==> src/rtl/fetch_ctrl.sv <==
// Instruction-fetch sequencer: PC ownership, one-outstanding imem handshake, skid FIFO into IF/ID.
// Latency: rvalid in cycle N -> ValidD in N+1 (bypass); StallD holds D, FIFO absorbs, req withheld when full.
// Optional FETCH_PERF_EN adds perf_wait_cnt (saturating stall-cycle counter).

module fetch_fifo #(
  parameter int W     = 64,
  parameter int DEPTH = 2,
  parameter int CW    = $clog2(DEPTH) + 1
) (
  input  logic          clk,
  input  logic          reset,
  input  logic          flush,
  input  logic          push,
  input  logic [W-1:0]  push_dat,
  input  logic          pop,
  output logic [W-1:0]  head_dat,
  output logic [CW-1:0] count
);
  localparam int AW = $clog2(DEPTH);

  logic [W-1:0]  mem [DEPTH];
  logic [AW-1:0] wr_ptr, rd_ptr;

  always_ff @(posedge clk) begin
    if (push && !flush) mem[wr_ptr] <= push_dat;
  end

  always_ff @(posedge clk or posedge reset) begin
    if (reset) begin
      wr_ptr <= '0;
      rd_ptr <= '0;
      count  <= '0;
    end else if (flush) begin
      wr_ptr <= '0;
      rd_ptr <= '0;
      count  <= '0;
    end else begin
      if (push) wr_ptr <= wr_ptr + 1'b1;
      if (pop)  rd_ptr <= rd_ptr + 1'b1;
      count <= count + {{(CW-1){1'b0}}, push} - {{(CW-1){1'b0}}, pop};
    end
  end

  assign head_dat = mem[rd_ptr];
endmodule

module fetch_ctrl #(
  parameter logic [31:0] RESET_PC  = 32'h0000_0000,
  parameter int          BUF_DEPTH = 2
) (
  input  logic        clk,
  input  logic        reset,
  input  logic        StallD,
  input  logic        PCSrcE,
  input  logic [31:0] PCTargetE,
  output logic        imem_req,
  output logic [31:0] imem_addr,
  input  logic        imem_gnt,
  input  logic        imem_rvalid,
  input  logic [31:0] imem_rdata,
  output logic [31:0] InstrD,
  output logic [31:0] PCD,
  output logic [31:0] PCPlus4D,
  output logic        ValidD
`ifdef FETCH_PERF_EN
  ,
  output logic [31:0] perf_wait_cnt
`endif
);
  localparam int          CW      = $clog2(BUF_DEPTH) + 1;
  localparam logic [CW-1:0] DEPTH_C = CW'(BUF_DEPTH);
  localparam logic [31:0] NOP     = 32'h0000_0013;

  localparam logic [1:0] IDLE    = 2'd0;
  localparam logic [1:0] REQ     = 2'd1;
  localparam logic [1:0] WAIT    = 2'd2;
  localparam logic [1:0] DISCARD = 2'd3;

  logic [1:0]    state, state_nxt;
  logic [31:0]   pcf;
  logic [CW-1:0] count;
  logic [63:0]   head_dat;
  logic          empty, accept, d_take, push, pop;

  assign empty     = (count == '0);
  assign imem_req  = (state == REQ) && (count < DEPTH_C);
  assign imem_addr = pcf;

  // Responses are only meaningful while one is owed and not redirected away.
  assign accept = (state == WAIT) && imem_rvalid && !PCSrcE;
  assign d_take = !StallD && !PCSrcE;
  assign pop    = d_take && !empty;
  assign push   = accept && !(d_take && empty);

  fetch_fifo #(.W(64), .DEPTH(BUF_DEPTH), .CW(CW)) u_buf (
    .clk      (clk),
    .reset    (reset),
    .flush    (PCSrcE),
    .push     (push),
    .push_dat ({pcf, imem_rdata}),
    .pop      (pop),
    .head_dat (head_dat),
    .count    (count)
  );

  always_comb begin
    state_nxt = state;
    case (state)
      IDLE:    state_nxt = REQ;
      REQ:     if (imem_req && imem_gnt) state_nxt = PCSrcE ? DISCARD : WAIT;
      WAIT: begin
        if (imem_rvalid)  state_nxt = REQ;
        else if (PCSrcE)  state_nxt = DISCARD;
      end
      DISCARD: if (imem_rvalid) state_nxt = REQ;
      default: state_nxt = IDLE;
    endcase
  end

  always_ff @(posedge clk or posedge reset) begin
    if (reset) begin
      state <= IDLE;
      pcf   <= RESET_PC;
    end else begin
      state <= state_nxt;
      if (PCSrcE)      pcf <= PCTargetE & ~32'd3;
      else if (accept) pcf <= pcf + 32'd4;
    end
  end

  always_ff @(posedge clk or posedge reset) begin
    if (reset) begin
      ValidD   <= 1'b0;
      InstrD   <= NOP;
      PCD      <= '0;
      PCPlus4D <= '0;
    end else if (PCSrcE) begin
      ValidD <= 1'b0;
      InstrD <= NOP;
    end else if (!StallD) begin
      if (!empty) begin
        ValidD   <= 1'b1;
        PCD      <= head_dat[63:32];
        PCPlus4D <= head_dat[63:32] + 32'd4;
        InstrD   <= head_dat[31:0];
      end else if (accept) begin
        ValidD   <= 1'b1;
        PCD      <= pcf;
        PCPlus4D <= pcf + 32'd4;
        InstrD   <= imem_rdata;
      end else begin
        ValidD <= 1'b0;
        InstrD <= NOP;
      end
    end
  end

`ifdef FETCH_PERF_EN
  logic waiting;
  assign waiting = (state == WAIT) || (state == DISCARD) || (imem_req && !imem_gnt);

  always_ff @(posedge clk or posedge reset) begin
    if (reset)                                       perf_wait_cnt <= '0;
    else if (waiting && (perf_wait_cnt != '1))       perf_wait_cnt <= perf_wait_cnt + 32'd1;
  end
`endif
endmodule

==> config.mk <==
export PLATFORM = sky130hd
export DESIGN_NAME = fetch_ctrl
export DESIGN_NICKNAME = d
export VERILOG_FILES = /design/src/rtl/fetch_ctrl.sv
export SDC_FILE = /design/constraint.sdc
export NUM_CORES = 1
export LEC_CHECK = 0
export CELL_PAD_IN_SITES_DETAIL_PLACEMENT = 1
export CELL_PAD_IN_SITES_GLOBAL_PLACEMENT = 2
export CORE_ASPECT_RATIO = 0.9
export CORE_MARGIN = 3
export CORE_UTILIZATION = 30
export DETAILED_ROUTE_END_ITERATION = 10
export PLACE_DENSITY = 0.8
export RECOVER_POWER = 25
export SYNTH_ARGS = -nofsm -noshare
export SYNTH_HDL_FRONTEND = slang
export SYNTH_SLANG_ARGS = --single-unit
export TNS_END_PERCENT = 10
==> constraint.sdc <==
create_clock -name clk -period 7.45 [get_ports clk]
set_input_delay 1.8625 -clock clk [delete_from_list [all_inputs] [get_ports clk]]
set_output_delay 1.8625 -clock clk [all_outputs]
set_load 0.02 [all_outputs]
# Word-level counts from Yosys, hierarchy flattened
# Memory sizes are Yosys's and may differ from the RTL's.
# Index checks and enable logic that the tools add are counted.
# Widths: inputs -> output; s select.
[classes]
addsub = 6
n_mul = 0
div = 0
magnitude_cmp = 1
eq_ne = 8
n_shift = 0
n_mux = 26
bitwise_logic = 2
n_reduce_logical = 20
[op_table]
columns = ["cell", "count"]
rows = [
  ["$mux 32", 9],
  ["$add 32x3->32 const B", 2],
  ["$mux 1", 11],
  ["$mux 2", 5],
  ["$logic_and 1x1->1", 9],
  ["$pmux 2 s4", 1],
  ["$ne 2x1->1 const B", 3],
  ["$reduce_and 3->1", 2],
  ["$reduce_bool 2->1", 3],
  ["$eq 2x2->1 const B", 2],
  ["$logic_not 1->1", 4],
  ["$logic_not 2->1", 2],
  ["$ne 3x3->1 const B", 1],
  ["$add 1x1->1 const B", 2],
  ["$add 2x1->2", 1],
  ["$eq 2x1->1 const B", 1],
  ["$lt 2x2->1 const B", 1],
  ["$ne 2x2->1 const B", 1],
  ["$not 1->1", 2],
  ["$sub 2x1->2", 1],
]
[word_totals]
register_bits = 135
latchBits = 0
ram_bits = 128
rom_bits = 0
input_bits = 70
output_inout_bits = 130
mem_count = 1
[mem_list]
columns = ["name", "depth", "word_bits", "read_ports", "rd_clocked_by_memory_dff", "write_ports", "line", "text"]
rows = [
  ["u_buf.mem", 2, 64, 1, 0, 1, "21", "logic [W-1:0] mem [DEPTH];"],
]

# Depth between registers and ports, before layout
# Gate-level depths: netlist of the first run.
[logic_depth]
ltp_word = 8
depth_mapped = 12
ltp_nobuf = 8

# Hierarchy
# From an unflattened synthesis of the first run, not the netlist that was laid out.
[unflattened]
cells_unflattened = 1040
hier_area_um2 = 12012.8
[modules_own_cells]
columns = ["module", "n_inst", "cells_per_inst", "area_per_inst_um2", "seq_area_each_um2"]
rows = [
  ["fetch_ctrl", 1, 823, 6981.7, 3181.8],
  ["fetch_fifo", 1, 217, 5031.1, 3943.8],
]

# Least setup slack after synthesis of the first run
# No wires, ideal clock.
[synth_path]
path_type = "input to register"
start = "in PCSrcE"
end = "mem u_buf.mem[0][0], enable pin"
setup_time_ns = 0.634
t_arrival_ns = 8.195
required_ns = 6.816
setup_slack_ns = -1.380
cell_stages = 3
path_cell_list = "clkbuf_1 clkbuf_1 nor4_1"
[synth_via]
elab_chain_cells = 8
elab_cells_between_ends = 9
classes_between = "mux: 2; reduce/logical: 7"
[synth_lines]
columns = ["item", "line", "text"]
rows = [
  ["from (decl)", "54", "input logic PCSrcE,"],
  ["$logic_not 1->1 (*)", "25, 90, 91", ""],
  ["$logic_and 1x1->1", "91", "assign d_take = !StallD && !PCSrcE;"],
  ["$logic_and 1x1->1", "93", "assign push = accept && !(d_take && empty);"],
  ["$logic_not 1->1", "93", ""],
  ["$logic_and 1x1->1", "93", ""],
  ["$logic_and 1x1->1 (*)", "25", "if (push && !flush) mem[wr_ptr] <= push_dat;"],
  ["$mux 1 (*)", "25", ""],
  ["$mux 1 (implied by the code) (*)", "25", ""],
  ["to (decl)", "21", ""],
]
# Every way passes the cells marked *; elsewhere a longest branch is shown, timed or not.

# Worst setup path in the final report of the first run
[layout_path]
start = "in imem_rvalid"
end = "reg PCPlus4D[27]"
[layout_via]
elab_chain_cells = 4
[layout_lines]
columns = ["item", "line", "text"]
rows = [
  ["from (decl)", "59", "input logic imem_rvalid,"],
  ["$logic_and 1x1->1 (2 in series)", "90", "assign accept = (state == WAIT) && imem_rvalid && !PCSrcE;"],
  ["$ne 2x1->1 (no source line)", "n/a", ""],
  ["$reduce_and 3->1 (no source line)", "n/a", ""],
  ["to (signal assigned)", "144", "PCPlus4D <= head_dat[63:32] + 32'd4;"],
  ["to (signal assigned)", "149", "PCPlus4D <= pcf + 32'd4;"],
  ["to (decl)", "63", "output logic [31:0] PCPlus4D,"],
]
# No other way between the ends.
# A chain may end at the register's enable or synchronous reset.

==> impl_metrics.json, run 1 <==
{
  "numCtsBuffers": 30,
  "ys_warn_count": 0,
  "setup_tns_ns": 0,
  "fmax_mhz": 215,
  "finalWorstSetupSlack_ns": 2.80,
  "relSlewSlack": 0.229,
  "critPathKind": "in2reg",
  "drive_gt1_frac": 0.0837,
  "synth_top_area_cell": "edfxtp_1",
  "crit_path_frequent_cell": "buf_4",
  "synth_edf_count": 124,
  "ys_types": 54,
  "nNetsFinal": 1248,
  "cts_setup_buffers": 0,
  "synth_area_sq_um": 11600,
  "clock-sinks": 253,
  "vias_per_cell": 5.16,
  "post-route-util": 0.400,
  "pin_count": 200,
  "fin_crit_sh": 0.624,
  "peakVddDrop_mv": 0.175,
  "cpMaxStageDelayCell": "nor3_2",
  "vias": 8653,
  "clockRootBuffer": "clkbuf_16",
  "final_common_cell": "clkdlybuf4s50_1",
  "gp_congestion": 0.802,
  "clk_pin_slew_ns": 0.06,
  "dieWidth_microns": 213,
  "rrSetupSlack_ns": 3.95,
  "synth-seq-cells": 253,
  "die_y_microns": 192,
  "worstPathCellList": "clkdlybuf4s50_1 > nand2_1 > nor3_2 > buf_4 > nor2_4 > buf_4 > a22oi_1 > o21ai_0",
  "worstReg2RegStart": "state[0]",
  "dp_cells": 1622,
  "cellLeakagePower_uw": 0.00565,
  "cp_max_fo": 28,
  "drc": 0,
  "synth-main-ff-cell": "dfrtp_1",
  "ys_seq_area_frac": 0.601,
  "ctsHoldBuffers": 0,
  "arrival_ns": 5.04,
  "hp-class": "reg2reg",
  "grt_antenna_before_repair": 0,
  "cpPeakStageDelay_ns": 0.72,
  "clockBufferDepth": 3,
  "critical_path.endpoint": "PCPlus4D[27]",
  "crit_required_ns": 7.84,
  "worst_pin_slew_ns": 1.16,
  "place_hpwl_microns": 24500,
  "startpoint": "imem_rvalid",
  "drt-initial-drc-count": 588,
  "drt-total-wl_microns": 37100,
  "grt_pass1_wl_microns": 57000,
  "cp-end-kind": "register",
  "final_cell_mix": "clkdlybuf4s50_1 (156), dfrtp_1 (125), edfxtp_1 (124), nand2_1 (83), nor2_1 (82)",
  "first_pass_iters": 5,
  "grt.overflow.total": 0,
  "setup_viol": 0,
  "layout.cells.non_filler": 1678,
  "startpoint_type": "input port",
  "drv_cap": 0,
  "min-delay-start": "PCPlus4D[7]",
  "grt_max_degree": 96,
  "status": "finished, final reports clean",
  "post-place-ws_ns": 2.17,
  "powerDensity_nw_per_um2": 302,
  "rsz0062_at_grt": "no",
  "synthCells": 1001,
  "num_antenna_cells": 0,
  "wire_per_inst_microns": 22.1,
  "synth_top_cell_area_share": 0.322,
  "finalCriticalPeriod_ns": 4.65,
  "reg2regPathDepth": 9,
  "detail-route-antenna-nets": 0,
  "dieArea_sq_um": 41000,
  "drv_slew": 0,
  "coreArea_sq_um": 37600,
  "core.rowCount": 67,
  "clock_latency_ns": 0.55,
  "htreeDepth": 1,
  "clock_skew_ns": 0.00799,
  "finalHoldViolations": 0,
  "avgSynthCellArea_sq_um": 11.6,
  "ctsResizeCount": 0,
  "initial_core_util": 0.308,
  "ys_async_sr_fraction": 0.510,
  "io_buffers": 191,
  "r2r_end": "PCPlus4D[27]",
  "syn2layout_area_growth_pct": 30.0,
  "cts_tree": "yes",
  "grt_usage": 0.179,
  "grt_pass1_vias": 9371,
  "synth_area_leaders": "edfxtp_1 (32%), dfrtp_1 (27%), mux2i_1 (4.1%)"
}
-- synthesized netlist by cell type (5+ instances only) --
master / n
dfrtp_1: 126
edfxtp_1: 124
nand2_1: 84
nor2_1: 84
o21ai_0: 69
a21oi_1: 67
clkbuf_1: 55
mux2i_1: 47
xnor2_1: 45
xor2_1: 41
nand3_1: 30
a221o_1: 29
a21o_1: 21
nand4_1: 20
a22oi_1: 13
inv_1: 13
nor3_1: 12
mux2_2: 11
buf_2: 8
nand3b_1: 8
nor2b_1: 8
o22ai_1: 8
buf_4: 7
ha_1: 7
and2_1: 6
and3_1: 6
a31oi_1: 5
-- cell families (layout without fill, tap and decap cells) --
group,count (synthesis),count (layout),synth area share
mux,58,58,0.0513
buf+inv,87,276,0.0320
flops,253,253,0.601
xor+xnor,86,86,0.0651
simple gates,279,279,0.117
compound gates,230,230,0.126
fa+ha+maj,7,7,0.00756
other cells,1,6,0.000324
-- final cells by class --
type	count	area, sq um
Sequential cell	253	6960
Fill cell	3992	22600
Clock buffer	37	818
Timing Repair Buffer	206	2020
Multi-Input combinational cell	666	4320
Inverter	14	57.6
Tap cell	483	604
Clock inverter	19	273
-- worst min-delay path by stage --
stage	endpoint	slack [ns]	cells after the start
2_1_floorplan	state[1]	0.50	2
3_3_place_gp	PCD[25]	0.46	1
3_5_place_dp	PCD[18]	0.47	1
4_1_cts	PCD[18]	0.48	1
5_1_grt	PCD[10]	0.50	1
6_report	PCPlus4D[7]	0.47	2
-- power breakdown --
group	internal (uW)	switching (uW)	total, uW	leakage, uW
sequential	1670	170	1840	0.00275
combinational	504	594	1100	0.00236
clock	1020	594	1610	0.000545
-- layer usage --
metal,part of all wire,GRT usage,up-vias
li1,-,-,3958
met2,0.46,0.291,211
met5,0,0,-
met4,0.019,0.0414,0
met3,0.056,0.0307,49
met1,0.46,0.251,4435
-- registers in the layout, summed over array words and instances (netlist names) --
register,flops
InstrD,32
PCD,30
PCPlus4D,30
ValidD,1
imem_addr,30
state,2
u_buf.count,2
u_buf.mem,124
u_buf.rd_ptr,1
u_buf.wr_ptr,1
-- metrics by stage --
| step | area [sq um] | hold WS [ns] | total power (uW) |
|---|---|---|---|
| global placement | 14000 | 0.462 | 2960 |
| global route | 15000 | 0.498 | 4760 |
| finish | 15000 | 0.474 | 4550 |
| floorplan | 11600 | 0.500 | 2370 |
| CTS | 15000 | 0.479 | 4620 |
| detailed placement | 14000 | 0.466 | 2990 |
-- critical path: cells and delay by family --
kind	cells	cell delay, ns
and+or+nand+nor	3	1.45
AOI/OAI and AO/OA	2	0.33
buffers and inverters	3	1.37
(Power assumes the default switching activity.)
==> inputs of run 2 (changes only) <==
--- a/config.mk
+++ b/config.mk
@@ -11,7 +11,7 @@
 export CORE_MARGIN = 3
 export CORE_UTILIZATION = 30
 export DETAILED_ROUTE_END_ITERATION = 10
-export PLACE_DENSITY = 0.8
+export PLACE_DENSITY = 0.77
 export RECOVER_POWER = 25
 export SYNTH_ARGS = -nofsm -noshare
 export SYNTH_HDL_FRONTEND = slang
==> constraint.sdc (replaced) <==
create_clock -name clk -period 4.5 [get_ports clk]
set_input_delay 1.125 -clock clk [delete_from_list [all_inputs] [get_ports clk]]
set_output_delay 1.125 -clock clk [all_outputs]
set_load 0.02 [all_outputs]
==> impl_metrics.json, run 2 (synthesized netlist as in run 1, its figures left out) <==
{
  "dieArea_sq_um": 41000,
  "min-delay-start": "PCD[11]",
  "nNetsFinal": 1256,
  "grt_pass1_vias": 9309,
  "cpPeakStageDelay_ns": 0.90,
  "setup_viol": 0,
  "drv_slew": 0,
  "regMostFlops": "u_buf.mem",
  "cts_setup_buffers": 0,
  "drv_cap": 0,
  "drt-total-wl_microns": 36700,
  "startpoint_type": "register",
  "grt_pass1_wl_microns": 56200,
  "first_pass_iters": 6,
  "total_power_uw": 7500,
  "io_buffers": 191,
  "status": "finished, final reports clean",
  "crit_path_frequent_cell": "nand4_1",
  "worst-path-stages": 9,
  "arrival_ns": 3.72,
  "finalWorstSetupSlack_ns": 1.23,
  "finalHoldViolations": 0,
  "cpMaxStageDelayCell": "dfrtp_4",
  "worst_pin_slew_ns": 1.01,
  "initial_core_util": 0.308,
  "reg_top3": "u_buf.mem: 124 flops, InstrD: 32 flops",
  "reg2regPathDepth": 9,
  "gp_congestion": 0.816,
  "clockBufferDepth": 3,
  "cp-end-kind": "register",
  "crit_family": "flip-flops",
  "fillers": 4009,
  "cp_max_fo": 57,
  "multi_input_area_sq_um": 4330,
  "clockRootBuffer": "clkbuf_16",
  "drt-initial-drc-count": 592,
  "clock_skew_ns": 0.00906,
  "post-place-ws_ns": 0.739,
  "final_cell_mix": "clkdlybuf4s50_1 (157), dfrtp_1 (125), edfxtp_1 (124), nand2_1 (83), nor2_1 (82)",
  "ctsResizeCount": 0,
  "detail-route-antenna-nets": 0,
  "drive_gt1_frac": 0.0856,
  "vias_per_cell": 5.18,
  "final_common_cell": "clkdlybuf4s50_1",
  "coreArea_sq_um": 37600,
  "drc": 0,
  "wire_per_inst_microns": 21.8,
  "core.rowCount": 67,
  "grt_antenna_before_repair": 0,
  "grt_max_degree": 65,
  "cp.buffers_inverters": 1,
  "num_antenna_cells": 0,
  "regArea_sq_um": 6960,
  "peakVddDrop_mv": 0.274,
  "numCtsBuffers": 30,
  "dieWidth_microns": 213,
  "place_hpwl_microns": 24200,
  "htreeDepth": 1,
  "hp-class": "reg2reg",
  "fmax_mhz": 306,
  "crit_required_ns": 4.96,
  "clk_pin_slew_ns": 0.06,
  "relSlewSlack": 0.326,
  "syn2layout_area_growth_pct": 31.0,
  "largest_reg_flops": 124,
  "clock-sinks": 253,
  "startpoint": "u_buf.rd_ptr",
  "dpl_cell_area_sq_um": 14100,
  "cts_tree": "yes",
  "ctsHoldBuffers": 0,
  "whs_path_depth": 1,
  "critPathKind": "reg2reg",
  "stdcell_area_sq_um": 15200,
  "cellLeakagePower_uw": 0.00571,
  "die_y_microns": 192,
  "grt_usage": 0.178,
  "rsz0062_at_grt": "no",
  "clock_latency_ns": 0.56,
  "worstPathCellList": "mux2_2 > ha_1 > nand4_1 > a22oi_1 > buf_4 > nand4_1 > nor3_1 > xnor2_1 > a221oi_1",
  "pin_count": 200,
  "vias": 8732,
  "fin_crit_sh": 0.726,
  "powerDensity_nw_per_um2": 495,
  "grt.overflow.total": 0,
  "worstReg2RegStart": "u_buf.rd_ptr",
  "finalCriticalPeriod_ns": 3.27
}
run 2: cell type report:
class	instances	share of cell area
Sequential cell	253	0.459
Multi-Input combinational cell	666	0.286
Tap cell	483	0.0398
Timing Repair Buffer	214	0.140
Clock buffer	45	0.0579
Inverter	14	0.00380
Clock inverter	11	0.0134
run 2: path summary, 6_finish.rpt:
| check | end | slack [ns] |
|---|---|---|
| setup reg to reg | PCPlus4D[30] | 1.23 |
| hold / removal | PCD[11] | 0.48 |
| setup / recovery | PCPlus4D[30] | 1.23 |
| max in group asynchronous | InstrD[4] | 2.51 |
| min in group asynchronous | InstrD[26] | 1.19 |
| hold reg to reg | PCD[11] | 0.48 |
run 2: worst register-to-register path, cell delays in order, from the launching register on:
cell,delay (ns)
dfrtp_4,0.90
mux2_2,0.33
ha_1,0.27
nand4_1,0.14
a22oi_1,0.19
buf_4,0.17
nand4_1,0.38
nor3_1,0.39
xnor2_1,0.12
a221oi_1,0.29
run 2: per-stage QoR:
stage / utilization / setup TNS [ns] / hold slack, ns / std cells
floorplan: - / -7.69 / 0.500 / 1006
CTS: 0.403 / 0 / 0.479 / 1686
detailed placement: 0.374 / 0 / 0.466 / 1630
global route: 0.403 / 0 / 0.488 / 1686
global placement: 0.374 / 0 / 0.460 / 1630
finish: 0.403 / 0 / 0.475 / 1686
run 2: power breakdown:
part           total (uW)  internal (uW)  switching [uW]
Combinational        1790            842             949
Sequential           3070           2770             303
Clock                2640           1680             960
Total                7500           5290            2210
run 2: routing by layer:
| layer | GRT usage | vias to the layer above | part of all wire |
|---|---|---|---|
| met5 | 0 | - | 0 |
| met4 | 0.0386 | 0 | 0.023 |
| met3 | 0.0307 | 48 | 0.056 |
| met2 | 0.287 | 227 | 0.46 |
| met1 | 0.252 | 4469 | 0.47 |
| li1 | - | 3988 | - |
==> inputs of run 3 (changes only) <==
--- a/config.mk
+++ b/config.mk
@@ -11,7 +11,7 @@
 export CORE_MARGIN = 3
 export CORE_UTILIZATION = 30
 export DETAILED_ROUTE_END_ITERATION = 10
-export PLACE_DENSITY = 0.77
+export PLACE_DENSITY = 0.8
 export RECOVER_POWER = 25
 export SYNTH_ARGS = -nofsm -noshare
 export SYNTH_HDL_FRONTEND = slang
==> constraint.sdc (replaced) <==
create_clock -name clk -period 2.9 [get_ports clk]
set_input_delay 0.725 -clock clk [delete_from_list [all_inputs] [get_ports clk]]
set_output_delay 0.725 -clock clk [all_outputs]
set_load 0.02 [all_outputs]
==> impl_metrics.json, run 3 (synthesized netlist as in run 1, its figures left out) <==
{
  "startpoint_type": "register",
  "pwr-share-comb": 0.246,
  "clockBufferDepth": 3,
  "coreArea_sq_um": 37600,
  "p_int_uw": 8260,
  "numCtsBuffers": 31,
  "r2r_end": "PCPlus4D[31]",
  "die_y_microns": 192,
  "post-route-util": 0.413,
  "rrSetupSlack_ns": 0.10,
  "io_buffers": 191,
  "reg2regPathDepth": 8,
  "fmax_mhz": 358,
  "worst_pin_slew_ns": 1.18,
  "drv_slew": 0,
  "min-delay-start": "PCD[23]",
  "relSlewSlack": 0.215,
  "syn2layout_area_growth_pct": 34.1,
  "cp-end-kind": "register",
  "drc": 0,
  "setup_tns_ns": 0,
  "grt_pass1_wl_microns": 58500,
  "clock-sinks": 253,
  "dieArea_sq_um": 41000,
  "status": "finished, final reports clean",
  "cts_setup_buffers": 0,
  "grt_antenna_before_repair": 0,
  "largest_reg_flops": 124,
  "finalCriticalPeriod_ns": 2.80,
  "finalHoldViolations": 0,
  "cts_tree": "yes",
  "vias": 8821,
  "clockRootBuffer": "clkbuf_16",
  "min_to": "PCD[23]",
  "place_hpwl_microns": 27100,
  "fin_crit_sh": 0.964,
  "wire_per_inst_microns": 22.3,
  "rsz0062_at_grt": "no",
  "htreeDepth": 1,
  "final_common_cell": "clkdlybuf4s50_1",
  "grt_max_degree": 54,
  "gp_congestion": 0.814,
  "pin_count": 200,
  "regMostFlops": "u_buf.mem",
  "grt_usage": 0.186,
  "drt-total-wl_microns": 38400,
  "arrival_ns": 3.24,
  "grt_pass1_vias": 9379,
  "setup_viol": 0,
  "fillers": 4002,
  "first_pass_iters": 5,
  "cp_max_fo": 18,
  "hp-class": "reg2reg",
  "whs_path_depth": 1,
  "netSwitchingPower_uw": 3560,
  "peakVddDrop_mv": 0.289,
  "cellLeakagePower_uw": 0.00590,
  "core.rowCount": 67,
  "clock_latency_ns": 0.56,
  "dieWidth_microns": 213,
  "sw_frac_of_total": 0.301,
  "initial_core_util": 0.308,
  "clk_pin_slew_ns": 0.06,
  "final_cell_mix": "clkdlybuf4s50_1 (157), dfrtp_1 (125), edfxtp_1 (124), nand2_1 (83), nor2_1 (82)",
  "power_frac_seq": 0.400,
  "powerDensity_nw_per_um2": 761,
  "reg_top3": "u_buf.mem: 124 flops, InstrD: 32 flops",
  "drt-initial-drc-count": 646,
  "grt.overflow.total": 0,
  "drv_cap": 0,
  "p_clk_frac": 0.354,
  "detail-route-antenna-nets": 0,
  "worstReg2RegStart": "u_buf.rd_ptr",
  "critPathKind": "reg2reg",
  "nNetsFinal": 1296,
  "clock_skew_ns": 0.0195,
  "drive_gt1_frac": 0.113,
  "crit_required_ns": 3.34,
  "num_antenna_cells": 0,
  "vias_per_cell": 5.11
}
[run 3: changes by cell type in the layout (fill, tap and decap cells not counted), sizes merged]
cell      delta
clkbuf       +4
clkinv       +5
clkinvlp     +3
inv          -1
buf         +29
[run 3: worst max-delay path by stage]
stage / start / endpoint / slack [ns] / cells after the start
after floorplan: PCSrcE / u_buf.mem[0][0] / -0.62 / 3
after global placement: u_buf.rd_ptr / PCPlus4D[31] / 0.13 / 8
after detailed placement: u_buf.rd_ptr / PCPlus4D[31] / 0.14 / 8
after CTS: u_buf.rd_ptr / PCPlus4D[31] / 0.12 / 8
after global routing: u_buf.rd_ptr / PCPlus4D[29] / 0.01 / 8
final: u_buf.rd_ptr / PCPlus4D[31] / 0.10 / 8
[run 3: layer usage]
metal | vias up | wire [microns] | track usage
li1 | 4066 | - | -
met1 | 4465 | 18300 | 0.272
met2 | 240 | 17400 | 0.292
met3 | 50 | 1850 | 0.0258
met4 | 0 | 850 | 0.0430
met5 | - | 0 | 0
[run 3: what timing repair did]
item / 4_1_cts / 5_1_grt
hold buffers: 0 / 0
endpoints found under the setup margin: 0 / 2
resized for setup: 0 / 2
[run 3: per-stage QoR]
step	cells	total power, uW	setup WS (ns)	hold slack (ns)	cell area, sq um
after global placement	1669	7680	0.132	0.463	14500
after global routing	1726	12300	0.0127	0.493	15500
final	1726	11800	0.105	0.477	15500
after floorplan	1006	6100	-0.624	0.500	11600
after detailed placement	1669	7750	0.138	0.465	14500
after CTS	1726	12000	0.116	0.459	15600
[run 3: layout make-up]
type | instances | area, sq um | area share
Inverter | 14 | 53.8 | 0.00346
Timing Repair Buffer | 253 | 2470 | 0.159
Sequential cell | 253 | 6960 | 0.448
Clock buffer | 39 | 856 | 0.0551
Clock inverter | 18 | 253 | 0.0163
Multi-Input combinational cell | 666 | 4330 | 0.279
Tap cell | 483 | 604 | 0.0389
[run 3: critical path, stage by stage (launching register included)]
cell and delay (ns):
dfrtp_4 0.61, buf_4 0.21, nand4b_4 0.18, a222oi_1 0.50, buf_4 0.25, nand4b_4 0.22, nor4_4 0.39, xor2_1 0.23
o21ai_1 0.08
[run 3: power groups by stage]
| stage | sequential (uW) | combinational (uW) | clock, uW |
|---|---|---|---|
| 4_1_cts | 4730 | 2970 | 4280 |
| 6_report | 4720 | 2910 | 4180 |
| 3_5_place_dp | 4800 | 2950 | 0 |
| 5_1_grt | 4790 | 3130 | 4430 |
| 2_1_floorplan | 5240 | 865 | 0 |
| 3_3_place_gp | 4780 | 2900 | 0 |
